**config.mk**
```make
export PLATFORM = sky130hd
export DESIGN_NAME = wb_master_arbiter
export DESIGN_NICKNAME = d
export VERILOG_FILES = /design/src/rtl/wb_master_arbiter.sv
export SDC_FILE = /design/constraint.sdc
export NUM_CORES = 1
export LEC_CHECK = 0
export CORE_MARGIN = 2
export CORE_UTILIZATION = 31
export DETAILED_ROUTE_END_ITERATION = 8
export PLACE_DENSITY = 0.8
export SYNTH_ARGS = -nofsm -noshare
export SYNTH_HDL_FRONTEND = slang
export SYNTH_SLANG_ARGS = --single-unit
```
**constraint.sdc**
```tcl
create_clock -name clk -period 2.2 [get_ports clk]
set_input_delay 0.55 -clock clk [delete_from_list [all_inputs] [get_ports clk]]
set_output_delay 0.55 -clock clk [all_outputs]
set_load 0.005 [all_outputs]
```
**src/rtl/wb_master_arbiter.sv**
```systemverilog
// wb_master_arbiter: two-master Wishbone arbiter onto one shared slave bus.
// Round-robin on simultaneous requests, bus lock while the owner holds cyc,
// and a per-strobe ack timeout that aborts the owner with a one-cycle err.
//
// Ports:
//   clk, rst_n                 clock, async active-low reset
//   mN_adr_i/dat_i/we_i        master N address, write data, write enable
//   mN_cyc_i/stb_i             master N cycle and strobe
//   mN_dat_o/ack_o/err_o       read data, ack, timeout abort to master N
//   s_adr_o/dat_o/we_o         shared slave bus address, data, write enable
//   s_cyc_o/stb_o              shared slave bus cycle and strobe
//   s_dat_i/ack_i              slave read data and ack
//   grant_o                    one-hot current owner, 2'b00 when idle
module wb_master_arbiter #(
    parameter logic [7:0] TIMEOUT_CYCLES = 8'd200
) (
    input  logic        clk,
    input  logic        rst_n,
    input  logic [15:0] m0_adr_i,
    input  logic [15:0] m1_adr_i,
    input  logic [7:0]  m0_dat_i,
    input  logic [7:0]  m1_dat_i,
    input  logic        m0_we_i,
    input  logic        m1_we_i,
    input  logic        m0_cyc_i,
    input  logic        m1_cyc_i,
    input  logic        m0_stb_i,
    input  logic        m1_stb_i,
    output logic [7:0]  m0_dat_o,
    output logic [7:0]  m1_dat_o,
    output logic        m0_ack_o,
    output logic        m1_ack_o,
    output logic        m0_err_o,
    output logic        m1_err_o,
    output logic [15:0] s_adr_o,
    output logic [7:0]  s_dat_o,
    output logic        s_we_o,
    output logic        s_cyc_o,
    output logic        s_stb_o,
    input  logic [7:0]  s_dat_i,
    input  logic        s_ack_i,
    output logic [1:0]  grant_o
);

    typedef enum logic [1:0] {IDLE, OWN, RECOVER} state_t;

    state_t      state, state_nxt;
    logic        owner, owner_nxt;
    logic        last_owner, last_owner_nxt;
    logic [7:0]  wait_cnt, wait_cnt_nxt;

    logic        req0, req1;
    logic        own_cyc, own_stb, own_we;
    logic [15:0] own_adr;
    logic [7:0]  own_dat;
    logic        ack_fwd, timeout;

    assign req0 = m0_cyc_i & m0_stb_i;
    assign req1 = m1_cyc_i & m1_stb_i;

    // Owner's request fields, selected by the registered owner index.
    assign own_cyc = owner ? m1_cyc_i : m0_cyc_i;
    assign own_stb = owner ? m1_stb_i : m0_stb_i;
    assign own_we  = owner ? m1_we_i  : m0_we_i;
    assign own_adr = owner ? m1_adr_i : m0_adr_i;
    assign own_dat = owner ? m1_dat_i : m0_dat_i;

    assign ack_fwd = (state == OWN) & own_cyc & own_stb & s_ack_i;
    // An ack arriving in the same cycle as the timeout compare wins.
    assign timeout = (state == OWN) & own_cyc & ~ack_fwd & (wait_cnt == TIMEOUT_CYCLES);

    always_ff @(posedge clk or negedge rst_n) begin
        if (!rst_n) begin
            state      <= IDLE;
            owner      <= 1'b0;
            last_owner <= 1'b1;   // first tie after reset goes to m0
            wait_cnt   <= 8'd0;
        end else begin
            state      <= state_nxt;
            owner      <= owner_nxt;
            last_owner <= last_owner_nxt;
            wait_cnt   <= wait_cnt_nxt;
        end
    end

    always_comb begin
        logic pick;
        state_nxt      = state;
        owner_nxt      = owner;
        last_owner_nxt = last_owner;
        wait_cnt_nxt   = wait_cnt;
        pick           = 1'b0;
        case (state)
            IDLE: begin
                wait_cnt_nxt = 8'd0;
                if (req0 | req1) begin
                    pick           = (req0 & req1) ? ~last_owner : req1;
                    owner_nxt      = pick;
                    last_owner_nxt = pick;
                    state_nxt      = OWN;
                end
            end
            OWN: begin
                if (!own_cyc) begin
                    state_nxt    = IDLE;
                    wait_cnt_nxt = 8'd0;
                end else if (timeout) begin
                    state_nxt    = RECOVER;
                    wait_cnt_nxt = 8'd0;
                end else if (ack_fwd || !own_stb) begin
                    wait_cnt_nxt = 8'd0;
                end else begin
                    wait_cnt_nxt = wait_cnt + 8'd1;
                end
            end
            RECOVER: begin
                // Grant held until the aborted master drops cyc.
                wait_cnt_nxt = 8'd0;
                if (!own_cyc) state_nxt = IDLE;
            end
            default: state_nxt = IDLE;
        endcase
    end

    always_comb begin
        grant_o  = 2'b00;
        s_adr_o  = 16'h0000;
        s_dat_o  = 8'h00;
        s_we_o   = 1'b0;
        s_cyc_o  = 1'b0;
        s_stb_o  = 1'b0;
        m0_dat_o = 8'h00;
        m1_dat_o = 8'h00;
        if (state != IDLE) begin
            grant_o = owner ? 2'b10 : 2'b01;
            if (owner) m1_dat_o = s_dat_i;
            else       m0_dat_o = s_dat_i;
        end
        if (state == OWN) begin
            s_adr_o = own_adr;
            s_dat_o = own_dat;
            s_we_o  = own_we;
            // Timeout withdraws the cycle from the slave in the same cycle.
            s_cyc_o = own_cyc & ~timeout;
            s_stb_o = own_stb & ~timeout;
        end
    end

    assign m0_ack_o = ack_fwd & ~owner;
    assign m1_ack_o = ack_fwd &  owner;
    assign m0_err_o = timeout & ~owner;
    assign m1_err_o = timeout &  owner;

endmodule

```
* Word-level counts from Yosys, hierarchy flattened *
Cells that the tools add are included.

storage, ports and cells
  register bits after elaboration = 12
  input port bits = 65
  output and inout port bits = 49
  word-level logic and storage cells = 64

cells by class
  $add $sub $neg = 1
  eq/ne operators = 6
  multiplexer cells = 26
  bitwise operators = 19
  reductions and logical operators = 8

operators by type and width
  kind                                                              count
  8-bit 2-to-1 mux                                                  9
  16-bit 2-to-1 mux                                                 2
  8-bit case mux with 2 select lines                                1
  1-bit AND                                                         14
  2-bit 2-to-1 mux                                                  6
  8-bit by 1-bit adder with 8-bit output (second input constant)    1
  8-bit == test (second input constant)                             1
  1-bit 2-to-1 mux                                                  7
  2-bit case mux with 3 select lines                                1
  2-bit != test (second input constant)                             2
  1-bit inverter                                                    4
  2-bit nonzero test                                                2
  3-bit != test (second input constant)                             1
  3-bit AND reduction                                               1
  2-bit by 1-bit == test with 1-bit output (second input constant)  1
  2-bit == test (second input constant)                             1
  2-bit zero test                                                   1
  2-bit AND reduction                                               1
  2-bit OR reduction                                                1
  1-bit zero test                                                   1
  1-bit logical OR                                                  1
  1-bit OR                                                          1

* Depth between registers and ports, before layout *
Gate-level depths: netlist of the first run.

  depth in word-level cells = 10
  mapped depth = 7
  gate-level depth less buffers = 6

* Worst setup path after synthesis of the first run *
Ideal clock, no wire load.

  path type = input-to-output
  start point = input port m0_cyc_i
  end point = output port s_stb_o
  arrival time = 1.408 ns
  data required time = 1.650 ns
  setup slack = 0.242 ns
  stages on the path = 5
  buffers on the path = 1
  path through = mux2_4 nor2b_4 buf_6 and3_4 nor3b_2

on the way
  longest elaborated chain between the ends = 10

RTL lines
  what                       RTL line  text
  start: declaration         25        input logic m0_cyc_i,
  1-bit 2-to-1 mux *         62        assign own_cyc = owner ? m1_cyc_i : m0_cyc_i;
  1-bit AND *                68, 70
  1-bit AND (2 in series)    68        assign ack_fwd = (state == OWN) & own_cyc & own_stb & s_ack_i;
  1-bit inverter             70        assign timeout = (state == OWN) & own_cyc & ~ack_fwd & (wait_cnt == TIMEOUT_CYCLES);
  1-bit AND * (2 in series)  70
  1-bit inverter *           145       s_stb_o = own_stb & ~timeout;
  1-bit AND *                145
  1-bit 2-to-1 mux *         139       if (state == OWN) begin
  end: declaration           39        output logic s_stb_o,

Mark *: on every way between the ends. The rest lies on a longest branch, timed or not.

* Final worst setup path of the first run *
  start point = register wait_cnt[1]
  end point = output port m0_err_o

on the way
  longest elaborated chain between the ends = 3

RTL lines
  what                      RTL line  text
  start: declaration        50        logic [7:0] wait_cnt, wait_cnt_nxt;
  start signal: assignment  82        wait_cnt <= wait_cnt_nxt;
  8-bit == test             70
  1-bit AND                 70
  1-bit AND                 151       assign m0_err_o = timeout & ~owner;
  end: declaration          33        output logic m0_err_o,

Every way passes these cells.

==> qor.yml, run 1 <==
status: "finished, violations left"
violations: "negative setup slack"
drtIter0Drc: 64
yosys.area.top_type: "dfrtp_1"
final_cell_mix: "66 x clkdlybuf4s50_1, 37 x dlygate4sd2_1, 28 x buf_4"
synthFlopType: "dfrtp_1"
ys_types: 38
skew_ns: 0.00236
initial_core_util_pct: 32.0
cts_tree: "built"
die_w_um: 68.0
avgSynthCellArea_um2: 7.99
crit_fanout: 5
drv_cap: 0
die-area_um2: 4620
sw_frac_of_total_pct: 37.4
synthArstFlopShare_pct: 100
numCtsBuffers: 3
synthAdderAreaFrac_pct: 1.97
power_density_nw_per_um2: 772
yosysSeqAreaShare_pct: 23.7
synth_top_family_by_area: "simple AND/OR/NAND/NOR gates"
synth.net_count: 226
wirelength_um: 5180
synth.top_cell.area_share_pct: 21.7
dr.pass1.iters: 4
yosysWarnings: 0
drc: 0
grt_max_degree: 16
critPathKind: "reg -> out"
slowest_stage: "dfrtp_1"
maxSlewHeadroom_pct: 61.8
setup_viol: 9
critPathRequiredTime_ns: 1.65
antenna_found_initial: 0
syn_to_final_growth_pct: 119
netlist_top_cells_area: "dfrtp_1 22%, mux2i_1 20%, and2_1 9.4%"
period_minus_slack_ns: 2.27
clk_path_buf_depth: 2
synth_compound_area_share_pct: 9.16
cts_sinks: 12
end_kind: "primary output"
synth_xor_xnor_area_share_pct: 1.38
switchingPower_mw: 0.800
insertion_delay_ns: 0.23
power.share.clock_pct: 9.6
hp-class: "reg -> reg"
final_common_cell: "clkdlybuf4s50_1"
worstPathCellList: "inv_2 -> ha_4 -> nand4bb_4 -> nor3_4 -> and3_4 -> and2_1 -> buf_2"
slowest_delay_ns: 0.39
netlist_area_um2: 1270
hold_viol: 0
dp_hpwl_um: 3860
io_buffers: 113
fillers: 334
die_h_um: 68.0
p_leak_nw: 1.37
grt_setup_unrepaired: "yes"
drive_gt1_share_pct: 22.5
seq_power_share_pct: 13.2
p_int_mw: 1.34
ios: 114
grtUsageTotal_pct: 23.3
via_per_inst: 4.86
final_cells: 348
cts_hold_buf: 0
grt_pass1_vias: 1682
cts_root_buffer: "clkbuf_8"
finalNetCount: 366
yosys.area_share.simple_pct: 33.1
grt_pass1_wl_um: 8160
diodes: 0
clkTransAtPathRegs_ns: 0.05
irDropWorstVdd_v: 0.000361
htree_levels: 1
ant_nets: 0
globalplace.congestion: 0.850
post_drt_wl_per_cell_um: 14.9
core_um2: 3970
maxSlewViolCount: 0
synthCells: 159
start_kind: "flip-flop"
row_count: 23
combinationalPowerShare_pct: 77.2
cp.arrival_ns: 1.72
setup_slack_ns: -0.0695
power.total_mw: 2.14
yosys_register_bits: 12
dp_cells: 335
fmax_ghz: 0.441
via_count: 1693
final.period_utilization_pct: 103
synth_mux_area_share_pct: 23.4
worstMarginPinSlew_ns: 0.571
grt.overflow.total: 0
synth_edf_count: 0
-- through the flow --
| step | hold slack [ns] | cell area, µm² | utilization (%) | setup TNS (ns) | setup slack, ns |
|---|---|---|---|---|---|
| after floorplan | 0.254 | 1270 | - | 0 | 0.242 |
| after global placement | 0.510 | 2590 | 65.2 | -3.66 | -0.647 |
| after detailed placement | 0.514 | 2590 | 65.2 | -4.28 | -0.660 |
| after CTS | 0.550 | 2690 | 67.7 | -0.155 | -0.0445 |
| after global routing | 0.585 | 2780 | 69.9 | -0.961 | -0.121 |
| final | 0.569 | 2780 | 69.9 | -0.233 | -0.0695 |
-- power by group through the flow --
stage	combinational (mW)	clock [mW]	sequential [mW]
finish	1.65	0.205	0.283
global route	1.78	0.217	0.287
CTS	1.61	0.209	0.282
detailed placement	1.55	0	0.285
global placement	1.53	0	0.284
floorplan	0.711	0	0.280
-- layer usage --
metal  vias up  wire (µm)  share of wire (%)  global-route usage (%)
met5         -          0                  0                       0
met4         0         93                1.8                    6.50
met3        10        386                7.5                    5.10
met2        73       2660                 51                    43.6
met1       785       2040                 39                    26.2
li1        825          -                  -                       -
-- flip-flops by register name, summed over array words and instances (netlist names) --
| register | count |
|---|---|
| wait_cnt | 8 |
| state | 2 |
| last_owner | 1 |
| owner | 1 |
-- worst paths after layout --
kind / startpoint / endpoint / slack (ns) / cells past startpoint
max: wait_cnt[1]$_DFFE_PN0P_ / m0_err_o / -0.07 / 7
min: wait_cnt[6]$_DFFE_PN0P_ / wait_cnt[6]$_DFFE_PN0P_ / 0.57 / 1
max reg2reg: wait_cnt[1]$_DFFE_PN0P_ / wait_cnt[4]$_DFFE_PN0P_ / 0.27 / 8
min reg2reg: wait_cnt[6]$_DFFE_PN0P_ / wait_cnt[6]$_DFFE_PN0P_ / 0.57 / 1
max in group asynchronous: rst_n / last_owner$_DFFE_PN1P_ / 1.14 / 1
min in group asynchronous: rst_n / wait_cnt[3]$_DFFE_PN0P_ / 0.68 / 1
-- cells in the mapped netlist, drive strengths merged, types with 2 or more instances --
master	count
o21ai	4
nand4	2
and3	4
nand2b	2
nor3	3
a31oi	5
nand3	7
and2	19
inv	7
clkbuf	4
mux2	3
ha	2
dfrtp	11
mux2i	26
buf	7
nand2	8
nor2	30
-- worst max-delay path, delay by kind of cell, from the launching register on --
kind / cells / cell delay (ns)
flops: 1 / 0.39
simple gates: 4 / 0.75
buf+inv: 2 / 0.19
fa+ha+maj: 1 / 0.14
-- what timing repair did --
item,CTS,global route
endpoints found under the setup margin,48,13
hold endpoints to repair,0,0
setup buffers,4,3
gates cloned,2,0
resized for setup,78,13
pin swaps,8,5
-- cell type report --
class	instances	area [µm²]	area share [%]
multi-input cells	130	978	35.3
repair buffers	145	1360	48.9
inverters	7	30.0	1.08
flip-flops and latches	12	302	10.9
clock buffers	4	45.0	1.62
well taps	50	62.6	2.25
-- cells by family (layout without fill, tap and decap cells) --
logic type,count (synthesis),count (layout)
simple gates,80,81
mux,29,29
buf+inv,18,156
compound gates,16,16
flops,12,12
fa+ha+maj,2,2
xor+xnor,2,2
(Power assumes the default switching activity.)
==> inputs of run 2 (changes only) <==
--- a/config.mk
+++ b/config.mk
@@ -5,10 +5,12 @@
 export SDC_FILE = /design/constraint.sdc
 export NUM_CORES = 1
 export LEC_CHECK = 0
+export CELL_PAD_IN_SITES_DETAIL_PLACEMENT = 1
+export CELL_PAD_IN_SITES_GLOBAL_PLACEMENT = 1
 export CORE_MARGIN = 2
-export CORE_UTILIZATION = 31
+export CORE_UTILIZATION = 20
 export DETAILED_ROUTE_END_ITERATION = 8
-export PLACE_DENSITY = 0.8
+export PLACE_DENSITY_LB_ADDON = 0.1
 export SYNTH_ARGS = -nofsm -noshare
 export SYNTH_HDL_FRONTEND = slang
 export SYNTH_SLANG_ARGS = --single-unit
==> constraint.sdc (replaced) <==
create_clock -name clk -period 2.2 [get_ports clk]
set_input_delay 0.44 -clock clk [delete_from_list [all_inputs] [get_ports clk]]
set_output_delay 0.44 -clock clk [all_outputs]
set_load 0.005 [all_outputs]
==> qor.yml, run 2 (synthesized netlist as in run 1, its figures left out) <==
status: "finished clean"
min_to: "wait_cnt[6]$_DFFE_PN0P_"
p_int_mw: 1.38  # +2.5%
hp-start: "wait_cnt[6]$_DFFE_PN0P_"
start_kind: "flip-flop"
crit_fanout: 4  # -1
drtIter0Drc: 47  # -27%
critPathRequiredTime_ns: 1.76  # +0.11 ns
critPathLaunch: "wait_cnt[1]$_DFFE_PN0P_"
final_common_cell: "clkdlybuf4s50_1"
die_w_um: 83.7  # +23%
drc: 0  # unchanged
largest_reg_flops: 8  # unchanged
die-area_um2: 7000  # +51%
cts_root_buffer: "clkbuf_8"
maxSlewHeadroom_pct: 60.3  # -1.5 points
cts_tree: "built"
grt_pass1_vias: 1807  # +7.4%
die_h_um: 83.7  # +23%
core_um2: 6240  # +57%
clkTransAtPathRegs_ns: 0.06  # about the same
ios: 114  # unchanged
finalNetCount: 366  # unchanged
dp_cells: 361  # +7.8%
dr.pass1.iters: 4  # unchanged
clk_path_buf_depth: 2  # unchanged
p_leak_nw: 1.51  # +10%
reg_top3: "wait_cnt x8, state x2"
io_buffers: 113  # unchanged
hold_viol: 0  # unchanged
initial_core_util_pct: 20.3  # -12 points
final_cells: 375  # +7.8%
diodes: 0  # unchanged
power_density_nw_per_um2: 765  # -0.87%
grtUsageTotal_pct: 15.9  # -7.4 points
drv_cap: 0  # unchanged
globalplace.congestion: 0.737  # -13%
seq_power_share_pct: 13.7  # +0.5 points
power.total_mw: 2.18  # +1.8%
placed_cell_area_um2: 2620  # +1.0%
htree_levels: 1  # unchanged
wirelength_um: 5800  # +12%
worstMarginPinSlew_ns: 0.593  # +0.0219 ns
via_count: 1681  # -0.71%
irDropWorstVdd_v: 0.000535  # +48%
grt.overflow.total: 0  # unchanged
max_flop_register: "wait_cnt"
path_buf_inv: 3  # +1
power.share.clock_pct: 11.1  # +1.5 points
grt_pass1_wl_um: 9050  # +11%
worstPathCellList: "inv_2 -> ha_4 -> nand4bb_4 -> nor3_2 -> and3_4 -> buf_6 -> and2_4 -> buf_6"
path_common_cell: "buf_6"
syn_to_final_growth_pct: 124
slowest_delay_ns: 0.39  # about the same
slowest_stage: "dfrtp_1"
sw_frac_of_total_pct: 36.9  # -0.44 points
cts_sinks: 12  # unchanged
dp_hpwl_um: 4510  # +17%
combinationalPowerShare_pct: 75.3  # -1.9 points
maxSlewViolCount: 0  # unchanged
grt_max_degree: 27  # +11
cp.arrival_ns: 1.73  # about the same
grt_setup_unrepaired: "yes"
critPathTopFamily: "simple AND/OR/NAND/NOR gates"
row_count: 29  # +26%
switchingPower_mw: 0.805  # +0.58%
reg2reg_to: "wait_cnt[2]$_DFFE_PN0P_"
fmax_ghz: 0.462  # +4.8%
critPathKind: "reg -> out"
numCtsBuffers: 3  # unchanged
setup_viol: 0  # -9
drive_gt1_share_pct: 21.8  # -0.67 points
whs_ns: 0.545  # -0.0243 ns
r2r_start: "wait_cnt[1]$_DFFE_PN0P_"
min_delay_path_depth: 1  # unchanged
setup_tns_ns: 0  # +0.233 ns
final_cell_mix: "68 x clkdlybuf4s50_1, 28 x nor2_1, 27 x buf_4"
final.period_utilization_pct: 98.4  # -4.7 points
end_kind: "primary output"
ant_nets: 0  # unchanged
hp-class: "reg -> reg"
fin_area_um2: 2850  # +2.7%
rrSetupSlack_ns: 0.29  # +0.02 ns
via_per_inst: 4.48  # -7.9%
period_minus_slack_ns: 2.17  # -0.104 ns
antenna_found_initial: 0  # unchanged
skew_ns: 0.00256  # +0.000192 ns
insertion_delay_ns: 0.24  # about the same
rr_worst_depth: 8  # unchanged
post_drt_wl_per_cell_um: 15.5  # +3.9%
run 2: worst max path at each step:
stage | endpoint | slack [ns] | depth (start not counted)
2_1_floorplan | s_stb_o | 0.40 | 6
3_3_place_gp | s_stb_o | -0.36 | 6
3_5_place_dp | m1_err_o | -0.41 | 6
4_1_cts | m1_dat_o[7] | 0.005 | 5
5_1_grt | m1_err_o | -0.05 | 8
6_report | m1_err_o | 0.03 | 8
run 2: area by class of cell:
class | count | area (µm²)
inverter | 7 | 26.3
tap | 77 | 96.3
timing repair buffer | 145 | 1410
sequential | 12 | 304
fill | 745 | 3390
clock buffer | 4 | 55.1
multi-input combinational | 130 | 953
run 2: worst register-to-register path: cells and delay by family (launching register included):
kind                       cells  cell delay [ns]
buffers and inverters          3             0.37
AOI/OAI and AO/OA              2             0.67
and+or+nand+nor                1             0.13
adders and majority gates      1             0.14
muxes                          1             0.09
DFF                            1             0.39
run 2: metal layers:
metal / GRT usage, % / up-vias / wire, µm
met4: 2.20 / 0 / 21
met2: 30.0 / 61 / 3080
li1: - / 823 / -
met5: 0 / - / 0
met3: 4.95 / 2 / 410
met1: 17.8 / 795 / 2280
run 2: repair_timing:
action	in CTS	in global routing
resized for setup	60	22
cloned	1	1
hold buffers	0	0
setup endpoints to repair	49	25
setup buffers	5	3
pin swaps	3	4
endpoints found under the hold margin	0	0
run 2: power groups by stage:
stage / Combinational (mW) / Clock [mW] / Sequential [mW]
after CTS: 1.67 / 0.246 / 0.296
after global placement: 1.58 / 0 / 0.288
after global routing: 1.77 / 0.260 / 0.303
final: 1.64 / 0.241 / 0.298
after floorplan: 0.711 / 0 / 0.280
after detailed placement: 1.58 / 0 / 0.290
run 2: metrics by stage:
step	setup WS [ns]	util (%)
after floorplan	0.400	-
after global placement	-0.358	41.9
after detailed placement	-0.409	41.9
after CTS	0.00505	44.0
after global routing	-0.0502	45.6
final	0.0345	45.6
